**config.mk**
```make
export PLATFORM = sky130hd
export DESIGN_NAME = muldiv_seq_ctrl
export DESIGN_NICKNAME = d
export VERILOG_FILES = /design/src/rtl/muldiv_seq_ctrl_pkg.sv /design/src/rtl/muldiv_seq_ctrl.sv
export SDC_FILE = /design/constraint.sdc
export NUM_CORES = 1
export LEC_CHECK = 0
export CAP_MARGIN = 20
export CORE_ASPECT_RATIO = 1.25
export CORE_MARGIN = 3
export CORE_UTILIZATION = 41
export DETAILED_ROUTE_END_ITERATION = 8
export GPL_TIMING_DRIVEN = 0
export PLACE_DENSITY = 0.72
export RECOVER_POWER = 50
export SETUP_SLACK_MARGIN = 0.02
export SLEW_MARGIN = 20
export SYNTH_ARGS = -nofsm -noshare
export SYNTH_HDL_FRONTEND = slang
export SYNTH_SLANG_ARGS = --single-unit
```
**constraint.sdc**
```tcl
create_clock -name clk -period 2 [get_ports clk]
set_input_delay 0.4 -clock clk [delete_from_list [all_inputs] [get_ports clk]]
set_output_delay 0.4 -clock clk [all_outputs]
set_load 0.02 [all_outputs]
```
**src/rtl/muldiv_seq_ctrl_pkg.sv**
```systemverilog
// Shared definitions for the sequential multiply/divide controller:
// state encoding, opcode values and the default operand width.
package muldiv_seq_ctrl_pkg;

  localparam int WIDTH_DEF = 8;

  typedef enum logic [1:0] {
    ST_IDLE = 2'd0,
    ST_RUN  = 2'd1,
    ST_DONE = 2'd2
  } state_e;

  localparam logic OP_MUL = 1'b0;
  localparam logic OP_DIV = 1'b1;

endpackage

```
**src/rtl/muldiv_seq_ctrl.sv**
```systemverilog
// Multi-cycle 8x8 unsigned multiply / 8/8 unsigned restoring divide sequencer
// driving an external shared add/sub datapath, one step per clock.
//
// Handshakes: a transfer happens on a rising edge where valid && ready are both
// high; valid and its payload must stay stable until that edge, and ready may
// depend on nothing but controller state (never combinationally on valid).
module muldiv_seq_ctrl
  import muldiv_seq_ctrl_pkg::*;
#(
  parameter int WIDTH = WIDTH_DEF
) (
  input  logic             clk,
  input  logic             rst_n,
  input  logic             in_valid,
  output logic             in_ready,
  input  logic             in_opcode,
  input  logic [WIDTH-1:0] in_x,
  input  logic [WIDTH-1:0] in_y,
  output logic             out_valid,
  input  logic             out_ready,
  output logic [WIDTH-1:0] out_hi,
  output logic [WIDTH-1:0] out_lo,
  output logic             out_dz,
  output logic             busy,
  output logic [WIDTH-1:0] add_a,
  output logic [WIDTH-1:0] add_b,
  output logic             add_op,
  input  logic [WIDTH-1:0] add_s,
  input  logic             add_cout
);

  localparam int CW = (WIDTH > 1) ? $clog2(WIDTH) : 1;
  localparam logic [CW-1:0] LAST_STEP = CW'(WIDTH - 1);

  state_e           state_q, state_d;
  logic [WIDTH-1:0] hi_q, hi_d;
  logic [WIDTH-1:0] lo_q, lo_d;
  logic [WIDTH-1:0] mcand_q, mcand_d;
  logic [CW-1:0]    cnt_q, cnt_d;
  logic             op_q, op_d;
  logic             dz_q, dz_d;

  logic             accept;
  logic [WIDTH-1:0] rem_shift;
  logic             mul_c;
  logic [WIDTH-1:0] mul_h;

  assign in_ready  = (state_q == ST_IDLE);
  assign out_valid = (state_q == ST_DONE);
  assign busy      = (state_q != ST_IDLE);
  assign out_hi    = hi_q;
  assign out_lo    = lo_q;
  assign out_dz    = dz_q;
  assign accept    = in_valid && in_ready;

  // Partial remainder shifted left by one with the next dividend bit brought in;
  // hi_q's top bit is provably zero here so nothing is lost.
  assign rem_shift = {hi_q[WIDTH-2:0], lo_q[WIDTH-1]};

  // Multiply step: add the multiplicand only when the current multiplier bit is set.
  assign mul_c = lo_q[0] ? add_cout : 1'b0;
  assign mul_h = lo_q[0] ? add_s    : hi_q;

  always_comb begin
    add_a  = '0;
    add_b  = '0;
    add_op = 1'b0;
    if (state_q == ST_RUN) begin
      add_b = mcand_q;
      if (op_q == OP_MUL) begin
        add_a = hi_q;
      end else begin
        add_a  = rem_shift;
        add_op = 1'b1;
      end
    end
  end

  always_comb begin
    state_d = state_q;
    hi_d    = hi_q;
    lo_d    = lo_q;
    mcand_d = mcand_q;
    cnt_d   = cnt_q;
    op_d    = op_q;
    dz_d    = dz_q;
    case (state_q)
      ST_IDLE: begin
        if (accept) begin
          op_d  = in_opcode;
          cnt_d = '0;
          if (in_opcode == OP_MUL) begin
            hi_d    = '0;
            lo_d    = in_y;
            mcand_d = in_x;
            state_d = ST_RUN;
          end else if (in_y != '0) begin
            hi_d    = '0;
            lo_d    = in_x;
            mcand_d = in_y;
            state_d = ST_RUN;
          end else begin
            // Divide by zero finishes immediately with an all-ones quotient.
            hi_d    = in_x;
            lo_d    = '1;
            dz_d    = 1'b1;
            state_d = ST_DONE;
          end
        end
      end
      ST_RUN: begin
        if (op_q == OP_MUL) begin
          hi_d = {mul_c, mul_h[WIDTH-1:1]};
          lo_d = {mul_h[0], lo_q[WIDTH-1:1]};
        end else if (add_cout) begin
          hi_d = add_s;
          lo_d = {lo_q[WIDTH-2:0], 1'b1};
        end else begin
          hi_d = rem_shift;
          lo_d = {lo_q[WIDTH-2:0], 1'b0};
        end
        cnt_d = cnt_q + 1'b1;
        if (cnt_q == LAST_STEP) begin
          dz_d    = 1'b0;
          state_d = ST_DONE;
        end
      end
      ST_DONE: begin
        if (out_ready) begin
          state_d = ST_IDLE;
        end
      end
      default: begin
        state_d = ST_IDLE;
      end
    endcase
  end

  always_ff @(posedge clk or negedge rst_n) begin
    if (!rst_n) begin
      state_q <= ST_IDLE;
      hi_q    <= '0;
      lo_q    <= '0;
      mcand_q <= '0;
      cnt_q   <= '0;
      op_q    <= OP_MUL;
      dz_q    <= 1'b0;
    end else begin
      state_q <= state_d;
      hi_q    <= hi_d;
      lo_q    <= lo_d;
      mcand_q <= mcand_d;
      cnt_q   <= cnt_d;
      op_q    <= op_d;
      dz_q    <= dz_d;
    end
  end

endmodule

```
==> impl_metrics.ini, run 1 <==
[route]
drc = 0
wl_per_cell_um = 15.9
first_pass_iters = 4
totalWireLength_mm = 5.54
vias = 1834
drtAntennaViolNets = 0
vias_per_cell = 5.26
drtIter0Drc = 93

[floorplan]
start_util = 0.433
die-area_sq_um = 6050
dieHeight_um = 86.2
rows = 28
pin_count = 67
coreArea_sq_um = 4870
die_width_um = 70.2

[final_layout]
drive_gt1_frac = 0.235
regArea_sq_um = 777
layout_common_cells = clkdlybuf4s50_1 (37), dfrtp_1 (30), nand2_1 (27)
multi_input_comb_area_sq_um = 1210
fill_cells = 444
final_common_cell = clkdlybuf4s50_1
final_nets = 322
post-route-util = 0.592
diodes = 0
area_delta_synth_final_pct = 36.6

[clocking]
numCtsBuffers = 5
cts_tree = built
cts_buffer_depth = 2
path_clk_slew_ps = 60
clock_sinks = 31
worstSkewPairLatency_ps = 280
htreeDepth = 2
root_buffer = clkbuf_8

[sta]
min_period_ps = 1920
rsz0062_at_grt = false
finalHoldViolations = 0
setup_tns_ps = 0
slew_viol_final = 0
fmax_ghz = 0.520
setup_ws_ps = 76.9
final.period_utilization = 0.962
slew_headroom = 0.307
worst_slew_pin_slew_ps = 1040
finClkSkew_ps = 2.91
setup_viol = 0

[synth]
yosysSeqAreaShare = 0.368
ys_top_cells_by_area = dfrtp_1 (37%), mux2i_1 (11%), mux2_2 (11%), nand2_1 (4.8%), mux2_4 (4.3%)
synth_top_area_share = 0.368
synthAdderAreaFrac = 0.0119
yosysWarnings = 0
ys_types = 34
ys_ff_latch = 31
synth_nets = 244
yosysTopAreaCell = dfrtp_1
yosys.area_share.xor_xnor = 0
synth_compound_area_frac = 0.146
synth-edff-count = 0
synth_top_flop_cell = dfrtp_1
syn_avg_cell_area_sq_um = 9.96
synth_top_family_by_area = multiplexers
yosys.area_share.simple = 0.156
netlist_area_sq_um = 2110
async_reset_ff_frac = 1.00
synthCells = 212
muxShareOfSynthArea = 0.258

[global_routing]
overflow = 0
grt_use_total = 0.193
antenna_found_initial = 0
use_met2 = 0.307
met3_usage = 0.0383
grtUsageMet1 = 0.266
grt_pass1_wl_mm = 9.36
top_usage_layer = met2
grt_max_degree = 19
first_global_vias = 1846

[power_and_ir_drop]
peakVddDrop_mv = 0.783
cellPowerDensity_nw_per_um2 = 1570
power_mw = 4.52
p_leak_nw = 1.35

[setup_path]
crit_fanout = 10
cp_slowest_cell = dfrtp_2
crit_type = reg2reg
path_cells = clkbuf_1 -> or3b_1 -> buf_6 -> a31oi_4 -> buf_8 -> mux2_4
end_kind = flip-flop
start_kind = flip-flop
r2r_cells = 6
arrival_ps = 2090
cpPeakStageDelay_ps = 430
required_ps = 2160

[run_status]
status = finished clean

[placed_design]
gp_congestion = 0.805
io_buffers = 64
dpl.hpwl_mm = 4.18
dpl_worst_slack_ps = -302

[flow_run]
maxCapViolations = 0

[hold_path]
hp-class = in2async
## timing repair
action | in CTS | in global routing
setup buffers | 2 | 5
setup endpoints to repair | 22 | 23
gates resized for setup | 44 | 27
hold buffers | 0 | 0
pin swaps | 0 | 0
hold endpoints to repair | 0 | 0
## report_power, final
group	internal, mW	leakage [nW]	switching, mW
combinational	1.40	0.938	1.45
sequential	0.930	0.379	0.291
clock	0.231	0.0371	0.216
## synthesized netlist by cell type, types with 2 or more instances
| cell type | n |
|---|---|
| a22oi_1 | 9 |
| mux2_4 | 6 |
| nand2_1 | 27 |
| mux2_2 | 20 |
| o21ai_0 | 9 |
| buf_6 | 3 |
| o22a_1 | 5 |
| nand3_1 | 7 |
| inv_1 | 11 |
| a21oi_1 | 3 |
| buf_2 | 2 |
| dfrtp_1 | 31 |
| o21bai_1 | 2 |
| o211ai_1 | 8 |
| mux2i_1 | 23 |
| ha_1 | 2 |
| o22ai_1 | 2 |
| nor2_1 | 11 |
| and2_1 | 8 |
| clkbuf_1 | 9 |
## critical path: cells and delay by family, from the launching register on
kind	cells	cell delay, ps
AOI/OAI and AO/OA	1	200
muxes	1	300
and+or+nand+nor	1	390
buffers and inverters	3	470
DFF	1	430
## logic make-up after synthesis
logic type,count (synthesis)
AOI/OAI and AO/OA,42
DFF,31
buffers and inverters,26
adders and majority gates,2
and+or+nand+nor,62
muxes,49
## through the flow
stage	area [sq um]	hold slack [ps]	std cells
final	2880	163	349
after CTS	2960	40.8	344
after detailed placement	2850	339	337
after global placement	2830	482	336
after floorplan	2110	104	212
after global routing	2880	219	349
## sequential cells by signal, indices dropped and copies added, names as in the netlist
name / cells
mcand_q: 8
out_hi: 8
out_lo: 8
cnt_q: 3
state_q: 2
op_q: 1
out_dz: 1
## layer usage
layer | up-vias | routed length, um
met5 | - | 0
met4 | 0 | 99
met3 | 10 | 343
met2 | 76 | 2570
met1 | 837 | 2530
li1 | 911 | -
## worst paths after layout
kind | endpoint | start | slack [ps]
setup / recovery | mcand_q[1]$_DFFE_PN0P_ | state_q[1]$_DFFE_PN0P_ | 80
hold / removal | mcand_q[0]$_DFFE_PN0P_ | rst_n | 160
setup reg to reg | mcand_q[1]$_DFFE_PN0P_ | state_q[1]$_DFFE_PN0P_ | 80
hold reg to reg | mcand_q[7]$_DFFE_PN0P_ | mcand_q[7]$_DFFE_PN0P_ | 500
max in group asynchronous | mcand_q[4]$_DFFE_PN0P_ | rst_n | 450
min in group clk | mcand_q[7]$_DFFE_PN0P_ | mcand_q[7]$_DFFE_PN0P_ | 500
## final cells by class
class                      instances  share of cell area
buffer                            14              0.0369
clock buffer                       6              0.0252
timing repair buffer              72               0.209
multi-input combinational        155               0.420
tap                               60              0.0260
sequential                        31               0.269
inverter                          11              0.0143
Note: power is estimated with default switching activity, not from simulation.
==> inputs of run 2 (changes only) <==
--- a/config.mk
+++ b/config.mk
@@ -18,3 +18,4 @@
 export SYNTH_ARGS = -nofsm -noshare
 export SYNTH_HDL_FRONTEND = slang
 export SYNTH_SLANG_ARGS = --single-unit
+export TNS_END_PERCENT = 30
==> impl_metrics.ini, run 2 (same netlist as run 1, synthesis figures left out) <==
[placed_design]
dp.cells = 337
io_buffers = 64
dpl_worst_slack_ps = -302
dpl.hpwl_mm = 4.18
gp_congestion = 0.805

[setup_path]
cp_slowest_cell = dfrtp_2
critPathTopFamily = buffers and inverters
path_cells = nand2b_1 -> clkbuf_2 -> nor2_1 -> clkdlybuf4s15_1
arrival_ps = 1520
crit_type = reg2out
crit_fanout = 10
required_ps = 1600
end_kind = primary output
cpPeakStageDelay_ps = 440
start_kind = flip-flop
critPathBufInv = 2

[clocking]
clock_sinks = 31
cts_tree = built
root_buffer = clkbuf_8
worstSkewPairLatency_ps = 280
path_clk_slew_ps = 60
numCtsBuffers = 5
cts_buffer_depth = 2
htreeDepth = 2
hold_buffers = 0

[power_and_ir_drop]
cellPowerDensity_nw_per_um2 = 1590
p_leak_nw = 1.30
peakVddDrop_mv = 0.787

[route]
drtAntennaViolNets = 0
first_pass_iters = 4
drc = 0
wl_per_cell_um = 16.1
totalWireLength_mm = 5.60
vias_per_cell = 5.23
vias = 1814
drtIter0Drc = 98

[global_routing]
grt_pass1_wl_mm = 9.36
first_global_vias = 1853
grt_max_degree = 19
antenna_found_initial = 0
grt_use_total = 0.193
overflow = 0

[floorplan]
die_width_um = 70.2
dieHeight_um = 86.2
pin_count = 67
coreArea_sq_um = 4870
start_util = 0.433
die-area_sq_um = 6050
rows = 28

[final_layout]
final_common_cell = clkdlybuf4s50_1
area_delta_synth_final_pct = 35.3
drive_gt1_frac = 0.230
final_nets = 320
diodes = 0
layoutNonFillerInstCount = 347
layout_common_cells = clkdlybuf4s50_1 (42), dfrtp_1 (29), nand2_1 (27)

[run_status]
status = finished clean

[sta]
final.period_utilization = 0.962
slew_headroom = 0.308
min_period_ps = 1920
finalHoldViolations = 0
setup_viol = 0
fin_hold_ws_ps = 166
setup_ws_ps = 75.5
finClkSkew_ps = 5.48
setup_tns_ps = 0
rsz0062_at_grt = true
worst_slew_pin_slew_ps = 1040
slew_viol_final = 0
fmax_ghz = 0.520

[flow_run]
maxCapViolations = 0

[hold_path]
hp-class = in2async
[run 2: what timing repair did]
item                       4_1_cts  5_1_grt
pin swaps                        0        0
gates cloned                     0        0
setup endpoints to repair       22       17
gates resized for setup         45       25
buffers inserted                 1        3
[run 2: power by group]
part / total [mW] / internal [mW] / switching, mW
Clock: 0.455 / 0.232 / 0.223
Sequential: 1.23 / 0.932 / 0.296
Combinational: 2.86 / 1.42 / 1.44
Total: 4.55 / 2.58 / 1.96
[run 2: metal layers]
metal  vias up  global-route usage  wire (um)
li1        902                   -          -
met1       840               0.266       2570
met2        64               0.308       2620
met3         8              0.0394        338
met4         0              0.0592         75
met5         -                   0          0
[run 2: through the flow]
step                      total power [mW]   util  area (sq um)
after detailed placement              4.18  0.585          2850
after CTS                             4.61  0.607          2950
after floorplan                       3.03      -          2110
after global routing                  4.88  0.586          2860
final                                 4.55  0.586          2860
after global placement                4.15  0.580          2830
[run 2: final timing paths]
path                                        start                      to  slack, ps  cells after the start
setup / recovery           state_q[1]$_DFFE_PN0P_                add_a[4]         80                      4
hold / removal                              rst_n   out_lo[3]$_DFFE_PN0P_        170                      1
setup reg to reg           state_q[1]$_DFFE_PN0P_   out_hi[7]$_DFFE_PN0P_        120                      5
hold reg to reg            mcand_q[7]$_DFFE_PN0P_  mcand_q[7]$_DFFE_PN0P_        500                      1
max in group asynchronous                   rst_n   out_lo[6]$_DFFE_PN0P_        440                      2
min in group clk           mcand_q[7]$_DFFE_PN0P_  mcand_q[7]$_DFFE_PN0P_        500                      1
[run 2: layout make-up]
type / count / area (sq um)
Clock buffer: 6 / 72.6
Tap cell: 60 / 75.1
Fill cell: 445 / 2010
Timing Repair Buffer: 69 / 591
Inverter: 11 / 41.3
Buffer: 15 / 111
Multi-Input combinational cell: 155 / 1190
Sequential cell: 31 / 778
[run 2: worst register-to-register path: cells and delay by family, from the launching register on]
family,cells,cell delay (ps)
compound gates,1,160
flops,1,440
simple gates,2,770
buf+inv,2,430
